<file path="config.mk">
export PLATFORM = sky130hd
export DESIGN_NAME = sc_boot_ctrl
export DESIGN_NICKNAME = d
export VERILOG_FILES = /design/src/rtl/sc_boot_pkg.sv /design/src/rtl/sc_byte_packer.sv /design/src/rtl/sc_boot_ctrl.sv
export SDC_FILE = /design/constraint.sdc
export NUM_CORES = 1
export LEC_CHECK = 0
export BUFFER_PORTS_ARGS = -buffer_cell sky130_fd_sc_hd__buf_2
export CAP_MARGIN = 20
export CORE_AREA = 2 2 163 85
export CTS_CLUSTER_SIZE = 40
export DETAILED_ROUTE_END_ITERATION = 10
export DIE_AREA = 0 0 165 87
export PLACE_DENSITY_LB_ADDON = 0.12
export SLEW_MARGIN = 10
export SYNTH_ARGS = -nofsm -noshare
export SYNTH_HDL_FRONTEND = slang
export SYNTH_SLANG_ARGS = --single-unit
export TNS_END_PERCENT = 50
</file>
<file path="constraint.sdc">
create_clock -name clock -period 4.2 [get_ports clock]
set_input_delay 0.63 -clock clock [delete_from_list [all_inputs] [get_ports clock]]
set_output_delay 0.63 -clock clock [all_outputs]
set_load 0.01 [all_outputs]
</file>
<file path="src/rtl/sc_boot_pkg.sv">
// Shared types and constants for the boot/program-load sequencer.
package sc_boot_pkg;

    localparam int unsigned BYTES_PER_WORD = 4;
    localparam int unsigned BYTE_CNT_W     = $clog2(BYTES_PER_WORD);

    typedef enum logic [2:0] {
        ST_IDLE  = 3'd0,
        ST_LOAD  = 3'd1,
        ST_WRITE = 3'd2,
        ST_RUN   = 3'd3,
        ST_ERR   = 3'd4
    } state_t;

endpackage

</file>
<file path="src/rtl/sc_byte_packer.sv">
// Assembles accepted stream bytes into a little-endian 32-bit word.
module sc_byte_packer
    import sc_boot_pkg::*;
(
    input  logic        clock,
    input  logic        resetn,
    input  logic        clear,
    input  logic        accept,
    input  logic [7:0]  byte_data,
    output logic [31:0] word,
    output logic        word_valid
);

    logic [BYTE_CNT_W-1:0] byte_cnt_q, byte_cnt_d;
    logic [31:0]           word_q, word_d;
    logic                  last_byte;

    assign last_byte  = (byte_cnt_q == BYTE_CNT_W'(BYTES_PER_WORD - 1));
    // Strobes in the cycle the completing byte is accepted so the FSM can
    // enter WRITE on the same edge that stores the final byte.
    assign word_valid = accept && !clear && last_byte;
    assign word       = word_q;

    always_comb begin
        byte_cnt_d = byte_cnt_q;
        word_d     = word_q;
        if (clear) begin
            byte_cnt_d = '0;
        end else if (accept) begin
            word_d[{byte_cnt_q, 3'b000} +: 8] = byte_data;
            byte_cnt_d = last_byte ? '0 : byte_cnt_q + BYTE_CNT_W'(1);
        end
    end

    always_ff @(posedge clock or negedge resetn) begin
        if (!resetn) begin
            byte_cnt_q <= '0;
            word_q     <= '0;
        end else begin
            byte_cnt_q <= byte_cnt_d;
            word_q     <= word_d;
        end
    end

endmodule

</file>
<file path="src/rtl/sc_boot_ctrl.sv">
// Boot sequencer: holds the CPU in reset, streams words into imem, then
// releases the CPU.
module sc_boot_ctrl
    import sc_boot_pkg::*;
#(
    parameter int unsigned ADDR_W  = 6,
    parameter int unsigned TIMEOUT = 1000000
) (
    input  logic              clock,
    input  logic              resetn,
    input  logic              load_start,
    input  logic [ADDR_W:0]   load_len,
    input  logic              run_req,
    input  logic              byte_valid,
    input  logic [7:0]        byte_data,
    output logic              byte_ready,
    output logic              imem_we,
    output logic [ADDR_W-1:0] imem_addr,
    output logic [31:0]       imem_wdata,
    output logic              cpu_resetn,
    output logic              busy,
    output logic              done,
    output logic              error
);

    localparam int unsigned        TIMER_W    = $clog2(TIMEOUT) + 1;
    localparam logic [TIMER_W-1:0] TIMER_LAST = TIMER_W'(TIMEOUT - 1);
    localparam logic [ADDR_W:0]    MAX_LEN    = {1'b1, {ADDR_W{1'b0}}};

    state_t              state_q, state_d;
    logic [ADDR_W:0]     len_q, len_d;
    logic [ADDR_W-1:0]   word_cnt_q, word_cnt_d;
    logic [TIMER_W-1:0]  timer_q, timer_d;
    logic                byte_ready_q, imem_we_q, cpu_resetn_q;
    logic                busy_q, done_q, error_q;
    logic                accept, pk_clear, word_valid, last_word;
    logic [31:0]         word;

    function automatic state_t start_state(input logic [ADDR_W:0] len);
        if (len == '0)
            return ST_RUN;
        else if (len > MAX_LEN)
            return ST_ERR;
        else
            return ST_LOAD;
    endfunction

    assign accept    = byte_valid && byte_ready_q;
    assign last_word = ({1'b0, word_cnt_q} == len_q - (ADDR_W + 1)'(1));

    sc_byte_packer u_packer (
        .clock      (clock),
        .resetn     (resetn),
        .clear      (pk_clear),
        .accept     (accept),
        .byte_data  (byte_data),
        .word       (word),
        .word_valid (word_valid)
    );

    always_comb begin
        state_d    = state_q;
        len_d      = len_q;
        word_cnt_d = word_cnt_q;
        timer_d    = timer_q;
        pk_clear   = 1'b0;
        unique case (state_q)
            ST_IDLE, ST_RUN, ST_ERR: begin
                if (load_start) begin
                    len_d      = load_len;
                    word_cnt_d = '0;
                    timer_d    = '0;
                    pk_clear   = 1'b1;
                    state_d    = start_state(load_len);
                end else if (run_req && state_q != ST_RUN) begin
                    state_d = ST_RUN;
                end
            end
            ST_LOAD: begin
                if (accept) begin
                    timer_d = '0;
                    if (word_valid)
                        state_d = ST_WRITE;
                end else if (timer_q == TIMER_LAST) begin
                    state_d = ST_ERR;
                end else begin
                    timer_d = timer_q + TIMER_W'(1);
                end
            end
            ST_WRITE: begin
                timer_d = '0;
                if (last_word) begin
                    state_d = ST_RUN;
                end else begin
                    word_cnt_d = word_cnt_q + ADDR_W'(1);
                    state_d    = ST_LOAD;
                end
            end
            default: state_d = ST_IDLE;
        endcase
    end

    // Outputs are registered from the next state so they line up with state_q.
    always_ff @(posedge clock or negedge resetn) begin
        if (!resetn) begin
            state_q      <= ST_IDLE;
            len_q        <= '0;
            word_cnt_q   <= '0;
            timer_q      <= '0;
            byte_ready_q <= 1'b0;
            imem_we_q    <= 1'b0;
            cpu_resetn_q <= 1'b0;
            busy_q       <= 1'b0;
            done_q       <= 1'b0;
            error_q      <= 1'b0;
        end else begin
            state_q      <= state_d;
            len_q        <= len_d;
            word_cnt_q   <= word_cnt_d;
            timer_q      <= timer_d;
            byte_ready_q <= (state_d == ST_LOAD);
            imem_we_q    <= (state_d == ST_WRITE);
            cpu_resetn_q <= (state_d == ST_RUN);
            busy_q       <= (state_d == ST_LOAD) || (state_d == ST_WRITE);
            done_q       <= (state_d == ST_RUN);
            error_q      <= (state_d == ST_ERR);
        end
    end

    assign byte_ready = byte_ready_q;
    assign imem_we    = imem_we_q;
    assign imem_addr  = word_cnt_q;
    assign imem_wdata = word;
    assign cpu_resetn = cpu_resetn_q;
    assign busy       = busy_q;
    assign done       = done_q;
    assign error      = error_q;

endmodule
</file>
==> impl_metrics.sql <==
INSERT INTO impl_metrics (metric_group, metric, value, unit) VALUES
('status', 'status', 'complete, no violations', ''),
('timing', 'setup_viol', '0', ''),
('global_route', 'gr-usage-all-layers', '0.1551', ''),
('detailed_routing', 'finalWirelength', '10400', 'um'),
('yosys', 'post_synth_edffs', '0', ''),
('critical_path', 'critPathSlowestCell', 'nor3b_1', ''),
('yosys', 'synth_flop_cell', 'dfrtp_1', ''),
('power_and_ir_drop', 'total_leakage_power', '2.124', 'nW'),
('yosys', 'synthesis.instances', '425', ''),
('yosys', 'synth_top_family_by_area', 'simple AND/OR/NAND/NOR gates', ''),
('detailed_routing', 'routedWlPerCell', '15.59', 'um'),
('clocking', 'cts.repair.resized', '0', ''),
('yosys', 'synth.area.mux_share', '0.01573', ''),
('timing', 'totalNegativeSetupSlack', '0', 'ns'),
('die', 'initial_core_util', '0.2914', ''),
('critical_path', 'critPathLaunchType', 'flip-flop', ''),
('clocking', 'cts-root-buf', 'clkbuf_16', ''),
('timing', 'worstMarginPinSlew', '0.9886', 'ns'),
('critical_path', 'cp_required', '4.41', 'ns'),
('timing', 'timing.clock.skew', '0.007694', 'ns'),
('die', 'pin_count', '64', ''),
('power_and_ir_drop', 'cellPowerDensity', '637.8', 'nW/um^2'),
('detailed_routing', 'detail_route.first_pass.iterations', '5', ''),
('cells_and_area', 'diodes', '0', ''),
('cells_and_area', 'proportion_of_layout_cells_with_a_drive_suffix_above_1', '0.1894', ''),
('place', 'place.port_buffers', '63', ''),
('timing', 'max_freq', '433.6', 'MHz'),
('global_route', 'maximum_number_of_pins_on_one_net_before_global_route_repair', '48', ''),
('detailed_routing', 'ant_nets', '0', ''),
('detailed_routing', 'via_density_per_instance', '4.837', ''),
('yosys', 'synth-adder-area-share', '0.02950', ''),
('timing', 'worst_slew_margin_rel', '0.3395', ''),
('detailed_routing', 'drc_errors', '0', ''),
('yosys', 'synth_area_leaders', 'dfrtp_1 50%, nand2_1 12%, o21ai_0 5.8%', ''),
('place', 'worst_setup_slack_before_clock_tree_synthesis', '1.753', 'ns'),
('yosys', 'post_synth_xor_area_fraction', '0.01147', ''),
('clocking', 'tritoncts_num_sinks', '76', ''),
('clocking', 'cts.htree.levels', '3', ''),
('yosys', 'yosysTopAreaCellShare', '0.4982', ''),
('critical_path', 'end_kind', 'flip-flop', ''),
('clocking', 'clock_path_buffers', '2', ''),
('cells_and_area', 'layout_commonest_cell', 'nand2_1', ''),
('power_and_ir_drop', 'power.ir.vdd_worst', '207.9', 'uV'),
('global_route', 'number_of_antenna_violations_at_the_first_check_in_global_routing', '0', ''),
('clocking', 'cts_buffer_count', '9', ''),
('cells_and_area', 'flow.area_growth_from_synthesis', '20.16', '%'),
('critical_path', 'timing.setup.critical_path_class', 'reg2reg', ''),
('die', 'cell_row_count', '30', ''),
('timing', 'layout_worst_path_cycle_share', '0.5491', ''),
('critical_path', 'worstPathCellList', 'inv_1, ha_1, nor3b_1, nor4b_1, o221ai_1, o21ai_1, o21ai_1', ''),
('clocking', 'tritoncts', 'done', ''),
('place', 'hpwlAfterDp', '7547', 'um'),
('clocking', 'setup_fix_buffers_added_after_clock_tree_synthesis', '0', ''),
('die', 'die_area', '14360', 'um^2'),
('die', 'floorplan.die.width', '165', 'um'),
('yosys', 'yosys_warnings', '0', ''),
('hold_path', 'hold_path_class', 'in2async', ''),
('flow_run', 'cap_violations', '0', ''),
('clocking', 'cts_hold_buffers', '0', ''),
('timing', 'final_count_of_pins_violating_max_slew', '0', ''),
('cells_and_area', 'final_util', '0.3501', ''),
('yosys', 'async_flop_share', '1.000', ''),
('place', 'finalWeightedCongestion', '0.7663', ''),
('yosys', 'synth_seq_area_share', '0.4982', ''),
('yosys', 'ys_types', '51', ''),
('detailed_routing', 'drt_iter0_markers', '229', ''),
('die', 'floorplan_core_area', '13100', 'um^2'),
('yosys', 'synth-compound-area-share', '0.1616', ''),
('global_route', 'overall_overflow_remaining_after_global_route', '0', ''),
('cells_and_area', 'fillers', '1387', ''),
('global_route', 'first_global_vias', '3083', '');
-- per-layer routing --
layer  GRT usage  vias up  share of wire
met5           0        -              0
met2      0.2027       84           0.37
met4     0.04032        0         0.0093
met1      0.2435     1517           0.56
li1            -     1615              -
met3     0.04379       10          0.064
-- sequential cells by signal, indices dropped and copies added (netlist names) --
signal,count
busy,1
byte_ready,1
done,1
error,1
imem_addr,6
imem_we,1
len_q,7
state_q,3
timer_q,21
u_packer.byte_cnt_q,2
u_packer.word,32
-- cell type report --
type | count | area, um^2 | share of cell area
clock buffer | 10 | 239.0 | 0.05210
inverter | 13 | 48.80 | 0.01064
sequential | 76 | 1902 | 0.4146
multi-input combinational | 321 | 1780 | 0.3882
clock inverter | 6 | 63.81 | 0.01391
tap | 176 | 220.2 | 0.04801
timing repair buffer | 65 | 332.8 | 0.07256
-- path summary, 6_finish.rpt --
kind | from | end | slack (ns) | depth (start not counted)
max | len_q[0] | busy | 1.89 | 7
min | resetn | imem_addr[5] | 0.31 | 1
max reg2reg | len_q[0] | busy | 1.89 | 7
min reg2reg | u_packer.word[19] | u_packer.word[19] | 0.47 | 2
max in group asynchronous | resetn | u_packer.word[6] | 3.05 | 2
min in group clock | u_packer.word[19] | u_packer.word[19] | 0.47 | 2
-- synth_stat cells (3+ instances only) --
master	count
o21ai_0	44
a21oi_2	5
nand2b_1	6
o221ai_1	3
and3_1	7
nand2_1	124
a41oi_1	5
a31oi_1	18
ha_1	9
nor3b_1	5
xnor2_1	4
dfrtp_1	76
and4_1	3
a21oi_1	8
mux2i_1	6
inv_1	13
buf_2	3
nor3_1	7
nand4_1	3
nor2_1	11
buf_6	3
clkbuf_1	8
nand3_1	16
-- through the flow --
step,std cells,area [um^2],power (mW)
5_1_grt,667,4587,3.158
3_3_place_gp,651,4284,2.138
4_1_cts,667,4587,2.964
3_5_place_dp,651,4284,2.150
2_1_floorplan,425,3817,1.800
6_report,667,4587,2.925
-- kinds of logic (layout without fill, tap and decap cells) --
kind of cell               Yosys count  after routing
muxes                                6              6
adders and majority gates            9              9
buffers and inverters               28             94
AOI/OAI and AO/OA                   99             99
xor gates and xnor gates             5              5
and+or+nand+nor                    202            202
DFF                                 76             76
-- power breakdown --
part | leakage [nW] | internal, mW | switching [mW]
clock network | 0.144 | 0.475 | 0.322
logic | 0.951 | 0.377 | 0.667
registers | 1.03 | 0.914 | 0.169
total | 2.12 | 1.77 | 1.16
-- critical path: cells and delay by family (launching register included) --
family          cells  cell delay (ns)
compound gates      3             0.71
flops               1             0.41
buf+inv             1             0.09
simple gates        2             0.81
fa+ha+maj           1             0.17
Note: power is estimated with default switching activity, not from simulation.
